File: src/rtl/line_scan_controller.sv
// line_scan_controller: steps through a range of lines held in a line_buffer
// and streams each line's pixels out on a valid/ready port.
// Ports: CLK, RESET_N (async, active-low).
//   Control: START, ABORT, FIRST_LINE, LAST_LINE, LINE_STEP.
//   Status: BUSY, DONE, CONFIG_ERROR.
//   Buffer side: INTERESTING_LINE, WHOLE_LINE_READY_FLAG, READ_ADDRESS,
//     BUFFER_DATA, RESET_READY_FLAG.
//   Stream side: OUT_DATA, OUT_LINE, OUT_COLUMN, OUT_LAST, OUT_VALID,
//     OUT_READY.
module line_scan_controller #(
    parameter int LINES        = 3,
    parameter int COLUMNS      = 2,
    parameter int LINE_BITS    = 2,
    parameter int COLUMN_BITS  = 1,
    parameter int DATA_BITS    = 10,
    parameter int READ_LATENCY = 1
) (
    input  logic                   CLK,
    input  logic                   RESET_N,
    input  logic                   START,
    input  logic                   ABORT,
    input  logic [LINE_BITS-1:0]   FIRST_LINE,
    input  logic [LINE_BITS-1:0]   LAST_LINE,
    input  logic [LINE_BITS-1:0]   LINE_STEP,
    output logic                   BUSY,
    output logic                   DONE,
    output logic                   CONFIG_ERROR,
    output logic [LINE_BITS-1:0]   INTERESTING_LINE,
    input  logic                   WHOLE_LINE_READY_FLAG,
    output logic [COLUMN_BITS-1:0] READ_ADDRESS,
    input  logic [DATA_BITS-1:0]   BUFFER_DATA,
    output logic                   RESET_READY_FLAG,
    output logic [DATA_BITS-1:0]   OUT_DATA,
    output logic [LINE_BITS-1:0]   OUT_LINE,
    output logic [COLUMN_BITS-1:0] OUT_COLUMN,
    output logic                   OUT_LAST,
    output logic                   OUT_VALID,
    input  logic                   OUT_READY
);

    localparam logic [LINE_BITS:0]     LINES_W = (LINE_BITS+1)'(LINES);
    localparam logic [COLUMN_BITS-1:0] COL_MAX = COLUMN_BITS'(COLUMNS-1);
    localparam logic [1:0]             LAT     = 2'(READ_LATENCY);

    typedef enum logic [2:0] {
        S_IDLE,
        S_WAIT,
        S_READ,
        S_PRESENT,
        S_RELEASE,
        S_NEXT,
        S_FINISH
    } state_t;

    state_t state_q;
    state_t state_d;

    logic [LINE_BITS-1:0]   line_q;
    logic [LINE_BITS-1:0]   last_q;
    logic [LINE_BITS-1:0]   step_q;
    logic [COLUMN_BITS-1:0] col_q;
    logic [1:0]             lat_q;
    logic [DATA_BITS-1:0]   data_q;
    logic [LINE_BITS-1:0]   oline_q;
    logic [COLUMN_BITS-1:0] ocol_q;
    logic                   olast_q;
    logic                   abort_rel_q;
    logic                   cfg_err_q;

    logic                   range_ok;
    logic                   col_last;
    logic                   lat_done;
    logic                   next_out;
    logic                   abort_hit;
    logic [LINE_BITS:0]     step_eff;
    logic [LINE_BITS:0]     next_line;

    assign range_ok  = (FIRST_LINE <= LAST_LINE) &&
                       ({1'b0, LAST_LINE} < LINES_W);
    assign col_last  = (col_q == COL_MAX);
    assign lat_done  = (lat_q == LAT);
    assign abort_hit = ABORT && (state_q != S_IDLE);

    // Zero stride would never advance, so it behaves as a stride of one.
    // The extra bit keeps the sum from wrapping back into the range.
    assign step_eff  = (step_q == '0) ? (LINE_BITS+1)'(1)
                                      : {1'b0, step_q};
    assign next_line = {1'b0, line_q} + step_eff;
    assign next_out  = (next_line > {1'b0, last_q}) ||
                       (next_line >= LINES_W);

    always_ff @(posedge CLK or negedge RESET_N) begin
        if (!RESET_N) begin
            state_q <= S_IDLE;
        end else begin
            state_q <= state_d;
        end
    end

    always_comb begin
        state_d = state_q;
        if (abort_hit) begin
            state_d = S_IDLE;
        end else begin
            unique case (state_q)
                S_IDLE: begin
                    if (START && !ABORT && range_ok) state_d = S_WAIT;
                end
                S_WAIT: begin
                    if (WHOLE_LINE_READY_FLAG) state_d = S_READ;
                end
                S_READ: begin
                    if (lat_done) state_d = S_PRESENT;
                end
                S_PRESENT: begin
                    if (OUT_READY) state_d = col_last ? S_RELEASE : S_READ;
                end
                S_RELEASE: state_d = S_NEXT;
                S_NEXT:    state_d = next_out ? S_FINISH : S_WAIT;
                S_FINISH:  state_d = S_IDLE;
                default:   state_d = S_IDLE;
            endcase
        end
    end

    always_ff @(posedge CLK or negedge RESET_N) begin
        if (!RESET_N) begin
            line_q      <= '0;
            last_q      <= '0;
            step_q      <= '0;
            col_q       <= '0;
            lat_q       <= '0;
            data_q      <= '0;
            oline_q     <= '0;
            ocol_q      <= '0;
            olast_q     <= 1'b0;
            abort_rel_q <= 1'b0;
            cfg_err_q   <= 1'b0;
        end else begin
            cfg_err_q   <= 1'b0;
            abort_rel_q <= 1'b0;
            if (abort_hit) begin
                // Hand the buffer back so it can capture a fresh line.
                abort_rel_q <= 1'b1;
                col_q       <= '0;
                lat_q       <= '0;
            end else begin
                unique case (state_q)
                    S_IDLE: begin
                        if (START && !ABORT) begin
                            if (range_ok) begin
                                line_q <= FIRST_LINE;
                                last_q <= LAST_LINE;
                                step_q <= LINE_STEP;
                            end else begin
                                cfg_err_q <= 1'b1;
                            end
                        end
                    end
                    S_WAIT: begin
                        if (WHOLE_LINE_READY_FLAG) begin
                            col_q <= '0;
                            lat_q <= '0;
                        end
                    end
                    S_READ: begin
                        if (lat_done) begin
                            data_q  <= BUFFER_DATA;
                            oline_q <= line_q;
                            ocol_q  <= col_q;
                            olast_q <= col_last;
                        end else begin
                            lat_q <= lat_q + 2'd1;
                        end
                    end
                    S_PRESENT: begin
                        if (OUT_READY && !col_last) begin
                            col_q <= col_q + COLUMN_BITS'(1);
                            lat_q <= '0;
                        end
                    end
                    S_NEXT: begin
                        if (!next_out) line_q <= next_line[LINE_BITS-1:0];
                    end
                    default: begin
                    end
                endcase
            end
        end
    end

    assign BUSY             = (state_q != S_IDLE);
    assign DONE             = (state_q == S_FINISH);
    assign CONFIG_ERROR     = cfg_err_q;
    assign INTERESTING_LINE = line_q;
    assign READ_ADDRESS     = (state_q == S_READ || state_q == S_PRESENT)
                              ? col_q : '0;
    assign RESET_READY_FLAG = (state_q == S_RELEASE) || abort_rel_q;
    assign OUT_DATA         = data_q;
    assign OUT_LINE         = oline_q;
    assign OUT_COLUMN       = ocol_q;
    assign OUT_LAST         = olast_q;
    assign OUT_VALID        = (state_q == S_PRESENT);

endmodule

File: config.mk
export PLATFORM = sky130hd
export DESIGN_NAME = line_scan_controller
export DESIGN_NICKNAME = d
export VERILOG_FILES = /design/src/rtl/line_scan_controller.sv
export SDC_FILE = /design/constraint.sdc
export NUM_CORES = 1
export LEC_CHECK = 0
export ABC_AREA = 1
export ABC_CLOCK_PERIOD_IN_PS = 4300
export CORE_MARGIN = 2
export CORE_UTILIZATION = 51
export DETAILED_ROUTE_END_ITERATION = 6
export PLACE_DENSITY = 0.94
export SLEW_MARGIN = 20
export SYNTH_ARGS = -nofsm -noshare
export SYNTH_HDL_FRONTEND = slang
export SYNTH_SLANG_ARGS = --single-unit
File: constraint.sdc
create_clock -name CLK -period 4.3 [get_ports CLK]
set_input_delay 0.645 -clock CLK [delete_from_list [all_inputs] [get_ports CLK]]
set_output_delay 0.645 -clock CLK [all_outputs]
set_load 0.01 [all_outputs]
Word level (Yosys, flattened, before mapping)
Cells that the tools add are included.
{"block": "totals", "input_bits": 22, "register_bits": 27, "output_inout_bits": 22, "elab_cells": 85}
{"block": "op_classes", "n_lt_le_gt_ge": 4, "mux": 28, "n_bitwise": 1, "reduce_logical": 22, "addsub": 3, "n_eq_ne": 16}
{"cell": "$mux 3", "n": 7}
{"cell": "$pmux 3 s6", "n": 1}
{"cell": "$mux 2", "n": 8}
{"cell": "$ne 3x3->1 const B", "n": 4}
{"cell": "$reduce_and 4->1", "n": 3}
{"cell": "$eq 3x3->1 const B", "n": 3}
{"cell": "$mux 1", "n": 9}
{"cell": "$eq 3x2->1 const B", "n": 2}
{"cell": "$ne 2x2->1 const B", "n": 3}
{"cell": "$ne 3x1->1 const B", "n": 2}
{"cell": "$pmux 2 s3", "n": 1}
{"cell": "$reduce_and 3->1", "n": 2}
{"cell": "$reduce_bool 3->1", "n": 2}
{"cell": "$logic_and 1x1->1", "n": 5}
{"cell": "$reduce_and 5->1", "n": 1}
{"cell": "$pmux 2 s2", "n": 1}
{"cell": "$reduce_bool 4->1", "n": 1}
{"cell": "$add 2x2->3", "n": 1}
{"cell": "$eq 3x1->1 const B", "n": 1}
{"cell": "$ge 3x2->1 const B", "n": 1}
{"cell": "$gt 3x2->1", "n": 1}
{"cell": "$logic_not 3->1", "n": 1}
{"cell": "$logic_or 1x1->1", "n": 3}
{"cell": "$add 2x1->2 const B", "n": 1}
{"cell": "9 further kinds", "n": 10}

Longest topological paths before layout
{"block": "logic_depth", "ltp_word": 8, "mapped_depth": 14, "ltp_nobuf": 14}

Least setup slack after synthesis
Ideal clock, no wire load.
{"block": "synth_timing", "kind": "register -> register", "from": "register line_q[0], in the netlist INTERESTING_LINE[0]", "to": "register line_q[1], in the netlist INTERESTING_LINE[1]", "stages_incl_launch_ff": 12, "setup_ns": 0.118, "arrival_time_ns": 1.924, "synth_period_minus_slack_ns": 2.042, "slack_ns": 2.258, "n_path_buf": 0, "t_required_ns": 4.182, "cell_sequence": "dfrtp_1 > ha_1 > fa_1 > ha_1 > nand2_1 > nand2_1 > nand2_1 > nand2_1 > nand2_1 > nand3_1 > nand2_1 > nand2_1"}
{"block": "synth_between", "elab_chain_len": 5, "word_cells_on_any_way": 8, "cone_classes": "1 x add/sub; 2 x order compare; 1 x eq/ne; 2 x mux; 2 x reduce/logical"}
{"item": "start, declared", "line_no": "58", "text": "logic [LINE_BITS-1:0] line_q;"}
{"item": "start signal, assigned", "line_no": "183", "text": "if (!next_out) line_q <= next_line[LINE_BITS-1:0];"}
{"item": "$add 2x2->3 (*)", "line_no": "88", "text": "assign next_line = {1'b0, line_q} + step_eff;"}
{"item": "$gt 3x2->1 / $ge 3x2->1 (equally long branches)", "line_no": "89, 90"}
{"item": "$logic_or 1x1->1", "line_no": "89", "text": "assign next_out = (next_line > {1'b0, last_q}) ||"}
{"item": "$ne 2x2->1 (no line)"}
{"item": "$reduce_and 5->1 (no line)"}
Mark *: on every way between the ends. The rest lies on a longest branch, timed or not. The select of a mux whose other input is x is not followed.
A chain may end at the register's enable or synchronous reset.

Worst setup path in the final report
{"block": "layout_timing", "from": "register state_q[0]", "to": "output port OUT_VALID"}
{"block": "layout_between", "elab_chain_len": 1}
{"item": "start, declared", "line_no": "55", "text": "state_t state_q;"}
{"item": "start signal, assigned", "line_no": "96", "text": "state_q <= state_d;"}
{"item": "$eq 3x2->1", "line_no": "203", "text": "assign OUT_VALID = (state_q == S_PRESENT);"}
{"item": "end, declared", "line_no": "37", "text": "output logic OUT_VALID,"}
Every way passes these cells.

==> impl_metrics.yaml <==
place:
  dpl_worst_slack_ns: 2.05
  place_congestion: 0.868
  dpl_cell_area_mm2: 0.00199
  port-buffer-count: 43
  dp_hpwl_mm: 2.57
route:
  vias: 1392
  wl_met2_mm: 1.47
  wl_met1_mm: 1.54
  top_layer: "met4"
  avgViaCountPerCell: 4.92
  dr.first_iter.drc_count: 65
  dr.pass1.iters: 4
  routed_wl_mm: 3.28
  remaining_drc_errors: 0
  routedWlPerCell_um: 11.6
  route.met3.wl_um: 208
  antenna_left: 0
global_routing:
  grtUsageTotal: 0.210
  antenna_found_initial: 0
  grt_pass1_wl_mm: 5.53
  overflow: 0
  grt_max_degree: 28
  grt_pass1_vias: 1267
clocking:
  cts-resized-gates: 0
  clk_latency_ns: 0.32
  cts-root-buf: "clkbuf_4"
  clockBufferDepth: 2
  cts_setup_buffers: 0
  tritoncts: "yes"
  cts.sinks: 27
  numCtsBuffers: 3
  clk_pin_slew_ns: 0.14
  hold_buffers: 0
  htreeDepth: 1
power_and_ir_drop:
  power_density_mw_per_mm2: 627
  leakage_nw: 1.05
  ir_worst_vdd_uv: 297
sta:
  period_needed_ns: 2.53
  skew_ns: 0.00210
  max_freq_mhz: 395
  min_period_over_period: 0.588
  fin_ws_ns: 1.77
  slew_violations: 0
  hold_viol: 0
  slew_headroom: 0.718
  worst_slew_pin_slew_ns: 0.422
  rsz0062_at_grt: "no"
  setup_violations: 0
  tns_ns: 0
  hold-worst-slack_ns: 0.500
finish:
  layout-drive-gt1-share: 0.0680
  final_util: 0.678
  nNetsFinal: 280
  multi_input_area_um2: 698
  final_area_mm2: 0.00202
  area_growth_pct: 29.7
  final.fill_count: 235
  register_area_um2: 676
  antennaDiodeCount: 0
worst_setup_path:
  crit_fanout: 9
  crit_type: "flip-flop to output pin"
  required_ns: 3.65
  critPathCaptureType: "output pin"
  worstPathArrival_ns: 1.88
  start_kind: "flip-flop"
  r2r_setup_slack_ns: 2.06
yosys:
  synth_area_leader_cell: "dfrtp_1"
  syn_area_mm2: 0.00156
  synth_nets: 237
  ys_ff_latch: 27
  synth.avg_cell_area_um2: 7.48
  ys.warnings.count: 0
  syn_inst: 208
  synth_top_area_frac: 0.434
  ys_seq_area_frac: 0.434
  synthTopCellsByArea: "dfrtp_1 (43%), nand2_1 (16%), inv_1 (8.4%), o21ai_0 (7.1%), ha_1 (4.8%)"
  synth.distinct_cells: 23
status:
  status: "completed"
floorplanning:
  dieArea_mm2: 0.00351
  num_rows: 20
  chipHeight_um: 59.2
  core_mm2: 0.00298
  start_util: 0.523
  ios: 44
  fp.dieW_um: 59.2
min_path:
  hp-class: "flip-flop to flip-flop"
run:
  drv_cap: 0
-- layout by cell type, fill, tap and decap left out, drive strengths merged --
cell type      instances
ha                     6
buf                    1
nor2                  15
inv                   37
nand4                  2
nor3                   4
a21oi                  4
fa                     1
clkdlybuf4s50         43
clkbuf                 4
o21ai                 22
o21a                   1
dfrtp                 27
nand2                 71
nand3                 12
-- routing by layer --
metal / up-vias / track usage
li1: 723 / -
met1: 611 / 0.285
met5: - / 0
met2: 53 / 0.327
met4: 0 / 0.0974
met3: 5 / 0.0349
-- metrics by stage --
stage	power (mW)	cells
after floorplan	0.898	208
after global placement	1.12	279
after detailed placement	1.16	279
after CTS	1.27	283
after global routing	1.39	283
final	1.26	283
-- layout make-up --
type | count | area share
inverter | 37 | 0.0688
multi-input combinational | 138 | 0.346
sequential | 27 | 0.335
clock buffer | 4 | 0.0130
tap | 33 | 0.0205
timing repair buffer | 44 | 0.217
-- sequential cells by signal (all words and copies together) (netlist names) --
name,cells
abort_rel_q,1
OUT_LINE,2
CONFIG_ERROR,1
last_q,2
state_q,3
OUT_LAST,1
OUT_DATA,10
col_last,1
INTERESTING_LINE,2
lat_q,2
step_q,2
-- worst paths after layout --
path                             startpoint             endpoint  cells after the start
max in group asynchronous           RESET_N           state_q[2]                      2
worst min-delay path            OUT_DATA[9]          OUT_DATA[9]                      2
worst max register to register    step_q[1]  INTERESTING_LINE[1]                     12
worst max-delay path             state_q[0]            OUT_VALID                      3
worst min register to register  OUT_DATA[9]          OUT_DATA[9]                      2
min in group asynchronous           RESET_N          OUT_DATA[9]                      1
-- cell usage after synthesis --
master    number
buf_6          2
dfrtp_1       27
nand2_1       67
nor3_1         4
clkbuf_2       1
inv_2          2
o21ai_0       22
nor2_4         2
nand2_2        2
buf_4          1
buf_2          1
nand2_4        2
nor2_1         9
nand3_1       11
a21oi_1        4
o21a_1         1
ha_1           6
fa_1           1
nand3_2        1
nand4_1        2
clkbuf_1       1
nor2_2         4
inv_1         35
-- critical path, cell delays in order (launching register included) --
cell and delay (ns):
dfrtp_1 0.57, nand2_1 0.12, nor2_1 0.27, clkdlybuf4s50_1 0.60
-- cells by family (layout without fill, tap and decap cells) --
| kind of cell | after synthesis | in the layout | share of synthesized area |
|---|---|---|---|
| adders and majority gates | 7 | 7 | 0.0611 |
| AOI/OAI and AO/OA | 27 | 27 | 0.0884 |
| buffers and inverters | 43 | 85 | 0.117 |
| DFF | 27 | 27 | 0.434 |
| and+or+nand+nor | 104 | 104 | 0.299 |
-- power breakdown --
group	internal [mW]	switching, mW
Clock	0.0364	0.0729
Combinational	0.334	0.383
Sequential	0.358	0.0801
Total	0.728	0.536
Power figures use the tool's default switching activity.
==> patch 1: new RTL, config.mk and constraints unchanged <==
Set the parameter `LINE_BITS` to 4 (it was 2).
--- a/src/rtl/line_scan_controller.sv
+++ b/src/rtl/line_scan_controller.sv
@@ -11,5 +11,5 @@
     parameter int LINES        = 3,
     parameter int COLUMNS      = 2,
-    parameter int LINE_BITS    = 2,
+    parameter int LINE_BITS    = 4,
     parameter int COLUMN_BITS  = 1,
     parameter int DATA_BITS    = 10,
Ports: changed (5 resized); port bits go from 44 to 54. The function was not compared with the original's and may differ.
==> patch 1 against the original RTL <==
- sequential cell count increased by 8
- sequential power increased by 6.8%
- utilization increased by 1.8 points
- worst setup slack got worse by 400 ps
- area after synthesis increased by 33%
- largest power group unchanged
- routed wire length increased by 43%
- power increased by 14%
- maximum frequency decreased by 14%
- design area increased by 37%
==> patch 1: results (changes against the original RTL) <==
Routability-driven placement congestion ratio: 0.9319 (was 0.8679)
Crit Path Max Fanout: 6 (was 9)
Synth area leaders: dfrtp_1, nand2_1, ha_1 (was dfrtp_1, nand2_1, inv_1)
Root buf cell: clkbuf_8 (was clkbuf_4)
Reg clk slew, reported paths: 80 ps (was 140 ps)
Commonest cells post-synth: nand2_1, inv_1, dfrtp_1 (unchanged)
Peak supply drop: 0.2766 mV (was 0.2971 mV)
Met3 Wirelength: 392 µm (was 208 µm)
CP max stage cell: dfrtp_1 (was clkdlybuf4s50_1)
DRT iter0 DRCs: 61 (was 65)
Vias in the first global route: 1,751 (was 1,267)
All-layer global routing usage: 22.75% (was 20.97%)
Fill cells: 313 (was 235)
Min-delay src: last_q[3]$_DFFE_PN0P_ (was OUT_DATA[9]$_DFFE_PN0P_)
Total length of routed wires: 4.680 mm (was 3.280 mm)
First-pass GRT wire length: 7.790 mm (was 5.526 mm)
H-tree levels: 2 (was 1)
Post-DP HPWL: 3.472 mm (was 2.573 mm)
Leak: 0.001442 µW (was 0.001049 µW)
Port Buf Inserts: 53 (was 43)
Layout cells sized above 1: 12.71% (was 6.800%)
DR WL met2: 2.364 mm (was 1.474 mm)
Largest net degree at the start of global routing: 36 (was 28)
Via-to-Cell Ratio: 5.123 (was 4.919)
Crit path DAT: 3110 ps (was 1880 ps)
Worst Max-Slew Pin Slew: 499.0 ps (was 422.3 ps)
Met1 wire length: 1.880 mm (was 1.542 mm)
Delay of the slowest critical-path stage: 440 ps (was 600 ps)
Setup slack at placement: 1515 ps (was 2051 ps)
Critical Path Source: step_q[1]$_DFFE_PN0P_ (was state_q[0]$_DFFE_PN0P_)
Post-synthesis sequential area ratio: 42.17% (was 43.41%)
Num CTS Buffers: 5 (was 3)
Synth cell types: 29 (was 23)
Setup Skew: 12.06 ps (was 2.100 ps)
Status: complete, no violations (unchanged)
CP top delay family: simple AND/OR/NAND/NOR gates (was buffers and inverters)
Post-Syn Nets: 284 (was 237)
Final Net Count: 340 (was 280)
Later-pin clock latency in the skew report: 290 ps (was 320 ps)
==> patch 1: cell families after synthesis <==
family | Yosys count | synth area share (%)
buffers and inverters | 48 | 9.277
muxes | 14 | 8.856
adders and majority gates | 14 | 8.795
DFF | 35 | 42.17
AOI/OAI and AO/OA | 31 | 8.313
and+or+nand+nor | 100 | 22.59
==> patch 1: layer usage <==
metal	vias to the layer above	track usage, %
met2	82	40.32
li1	878	-
met5	-	0
met3	4	4.276
met4	0	10.75
met1	824	26.48
==> patch 1: area by class of cell <==
| cell class | instances | area, µm² | area share, % |
|---|---|---|---|
| tap | 50 | 62.56 | 2.263 |
| clock buffer | 6 | 82.58 | 2.988 |
| sequential | 35 | 875.8 | 31.69 |
| clock inverter | 2 | 35.03 | 1.268 |
| multi-input combinational | 159 | 1008 | 36.49 |
| inverter | 43 | 161.4 | 5.840 |
| timing repair buffer | 54 | 538.0 | 19.47 |
==> patch 1: through the flow <==
step           instance area [µm²]  hold WS [ps]  std cells
2_1_floorplan                 2077         349.4        242
4_1_cts                       2764         482.6        349
3_5_place_dp                  2646         457.4        341
5_1_grt                       2764         515.7        349
6_report                      2764         485.8        349
3_3_place_gp                  2646         451.5        341
==> patch 1: where the power goes <==
| group | switching [µW] | internal, µW |
|---|---|---|
| sequential | 71.9 | 396 |
| combinational | 372 | 302 |
| clock | 118 | 187 |
==> patch 1: worst reg2reg max path, stage by stage, from the launching register on <==
cell     delay, ps
dfrtp_1        440
nor3_1         100
or2_2          290
ha_1           220
fa_1           410
inv_1           70
nand2_1         50
nand2_1         80
inv_1           60
ha_1           270
nand2_1         40
inv_1           70
nand3_1         80
nand2_1         80
nand3_1        130
nand2_1        210
nand2_2        110
nand2_1         80
nand2_1         70
==> patch 1: path summary, 6_finish.rpt <==
check / end / slack, ps / depth (start not counted)
max: INTERESTING_LINE[1]$_DFFE_PN0P_ / 1370 / 18
min: last_q[3]$_DFFE_PN0P_ / 490 / 2
max reg2reg: INTERESTING_LINE[1]$_DFFE_PN0P_ / 1370 / 18
min reg2reg: last_q[3]$_DFFE_PN0P_ / 490 / 2
max in group asynchronous: OUT_DATA[0]$_DFFE_PN0P_ / 3230 / 2
min in group asynchronous: state_q[2]$_DFFE_PN0P_ / 760 / 2
==> patch 2: new RTL, config.mk and constraints unchanged <==
Made on the original files. Make the reset (`RESET_N`) synchronous in 2 clocked blocks. Comments in the files are not updated.
--- a/src/rtl/line_scan_controller.sv
+++ b/src/rtl/line_scan_controller.sv
@@ -90,5 +90,5 @@
                        (next_line >= LINES_W);
 
-    always_ff @(posedge CLK or negedge RESET_N) begin
+    always_ff @(posedge CLK) begin
         if (!RESET_N) begin
             state_q <= S_IDLE;
@@ -124,5 +124,5 @@
     end
 
-    always_ff @(posedge CLK or negedge RESET_N) begin
+    always_ff @(posedge CLK) begin
         if (!RESET_N) begin
             line_q      <= '0;
Formal check against the unedited RTL: differs if RESET_N is asserted again (counterexample within 4 cycles, from zero or initial values and one cycle with RESET_N low); with RESET_N held inactive, the same outputs for 10 cycles.
==> patch 2 against the original RTL <==
- area after synthesis decreased by 11%
- design area decreased by 8.4%
- via count decreased by 0.43%
- maximum frequency increased by 6.1%
- die area decreased by 9.8%
- critical path depth unchanged
- sequential cell count unchanged
- worst setup slack improved by 140 ps
- sequential share of layout area decreased by 4.2 points
- routed wire length decreased by 5.0%
Power is not compared: it rests on default switching activity, and its combinational part moved more than twofold at a synthesized area within 25%.
==> patch 2: results (changes against the original RTL) <==
Crit path DAT: 1740 ps (was 1880 ps)
Relative slew slack: 56.14% (was 71.82%)
Post-DP HPWL: 2.373 mm (was 2.573 mm)
Drt wl/cell: 11.38 µm (was 11.59 µm)
DRT iter0 DRCs: 37 (was 65)
Reg2Reg Depth: 13 (was 12)
Crit Path Max Fanout: 7 (was 9)
Setup Skew: 5.959 ps (was 2.100 ps)
Worst Setup EP: OUT_VALID (unchanged)
Top FF cell, synth: dfxtp_1 (was dfrtp_1)
Slack of the worst reg-to-reg path: 2030 ps (was 2060 ps)
Asr flop ratio synth: 0% (was 100.0%)
DR vias: 1,386 (was 1,392)
Min-delay src: last_q[0]$_SDFFE_PN0P_ (was OUT_DATA[9]$_DFFE_PN0P_)
Largest net degree at the start of global routing: 22 (was 28)
Status: complete, no violations (unchanged)
Worst reg2reg path startpoint: step_q[1]$_SDFFE_PN0P_ (was step_q[1]$_DFFE_PN0P_)
Layout cells sized above 1: 5.328% (was 6.800%)
Synth area leaders: dfxtp_1, nand2_1, nor2_1 (was dfrtp_1, nand2_1, inv_1)
Routability-driven placement congestion ratio: 0.8327 (was 0.8679)
Compound-cell area share of the yosys netlist: 13.30% (was 8.842%)
Synth cell types: 21 (was 23)
Placed Instance Area: 1818 µm² (was 1992 µm²)
All-layer global routing usage: 20.29% (was 20.97%)
Fill cells: 204 (was 235)
Vias in the first global route: 1,299 (was 1,267)
Post-Syn Nets: 232 (was 237)
patch 2: worst min path at each step:
stage                                         to  slack (ps)  depth (start not counted)
after floorplan           last_q[0]$_SDFFE_PN0P_         430                          2
after global placement    last_q[0]$_SDFFE_PN0P_         440                          2
after detailed placement  last_q[0]$_SDFFE_PN0P_         450                          2
after CTS                 last_q[0]$_SDFFE_PN0P_         470                          2
after global routing      last_q[0]$_SDFFE_PN0P_         510                          2
final                     last_q[0]$_SDFFE_PN0P_         460                          2
patch 2: power breakdown:
group	leakage, µW	switching, µW	internal [µW]
Clock	0.0000139	76.7	35.5
Sequential	0.000218	6.89	259
Combinational	0.000550	73.1	58.8
Total	0.000783	157	354
patch 2: cell families after synthesis:
family,after synthesis
and+or+nand+nor,100
adders and majority gates,7
AOI/OAI and AO/OA,37
buffers and inverters,32
DFF,27
patch 2: critical path: cells and delay by family, from the launching register on:
family	cells	cell delay (ps)
buf+inv	1	600
flops	1	470
simple gates	2	340
patch 2: area by class of cell:
type	instances	area, µm²	area share (%)
Timing Repair Buffer	43	430.4	23.29
Tap cell	30	37.54	2.031
Clock inverter	1	7.507	0.4062
Multi-Input combinational cell	144	711.9	38.52
Sequential cell	27	540.5	29.25
Clock buffer	3	22.52	1.219
Inverter	26	97.59	5.281
patch 2: per-layer routing:
| metal | GRT usage (%) | share of wire (%) |
|---|---|---|
| met3 | 2.074 | 4.9 |
| met5 | 0 | 0 |
| met1 | 25.11 | 46 |
| met4 | 6.463 | 0.61 |
| met2 | 36.64 | 49 |
patch 2: through the flow:
step / worst slack, ps / std cells
after floorplan: 2338 / 203
after global routing: 1806 / 274
after global placement: 2047 / 270
after detailed placement: 2038 / 270
final: 1916 / 274
after CTS: 1916 / 274
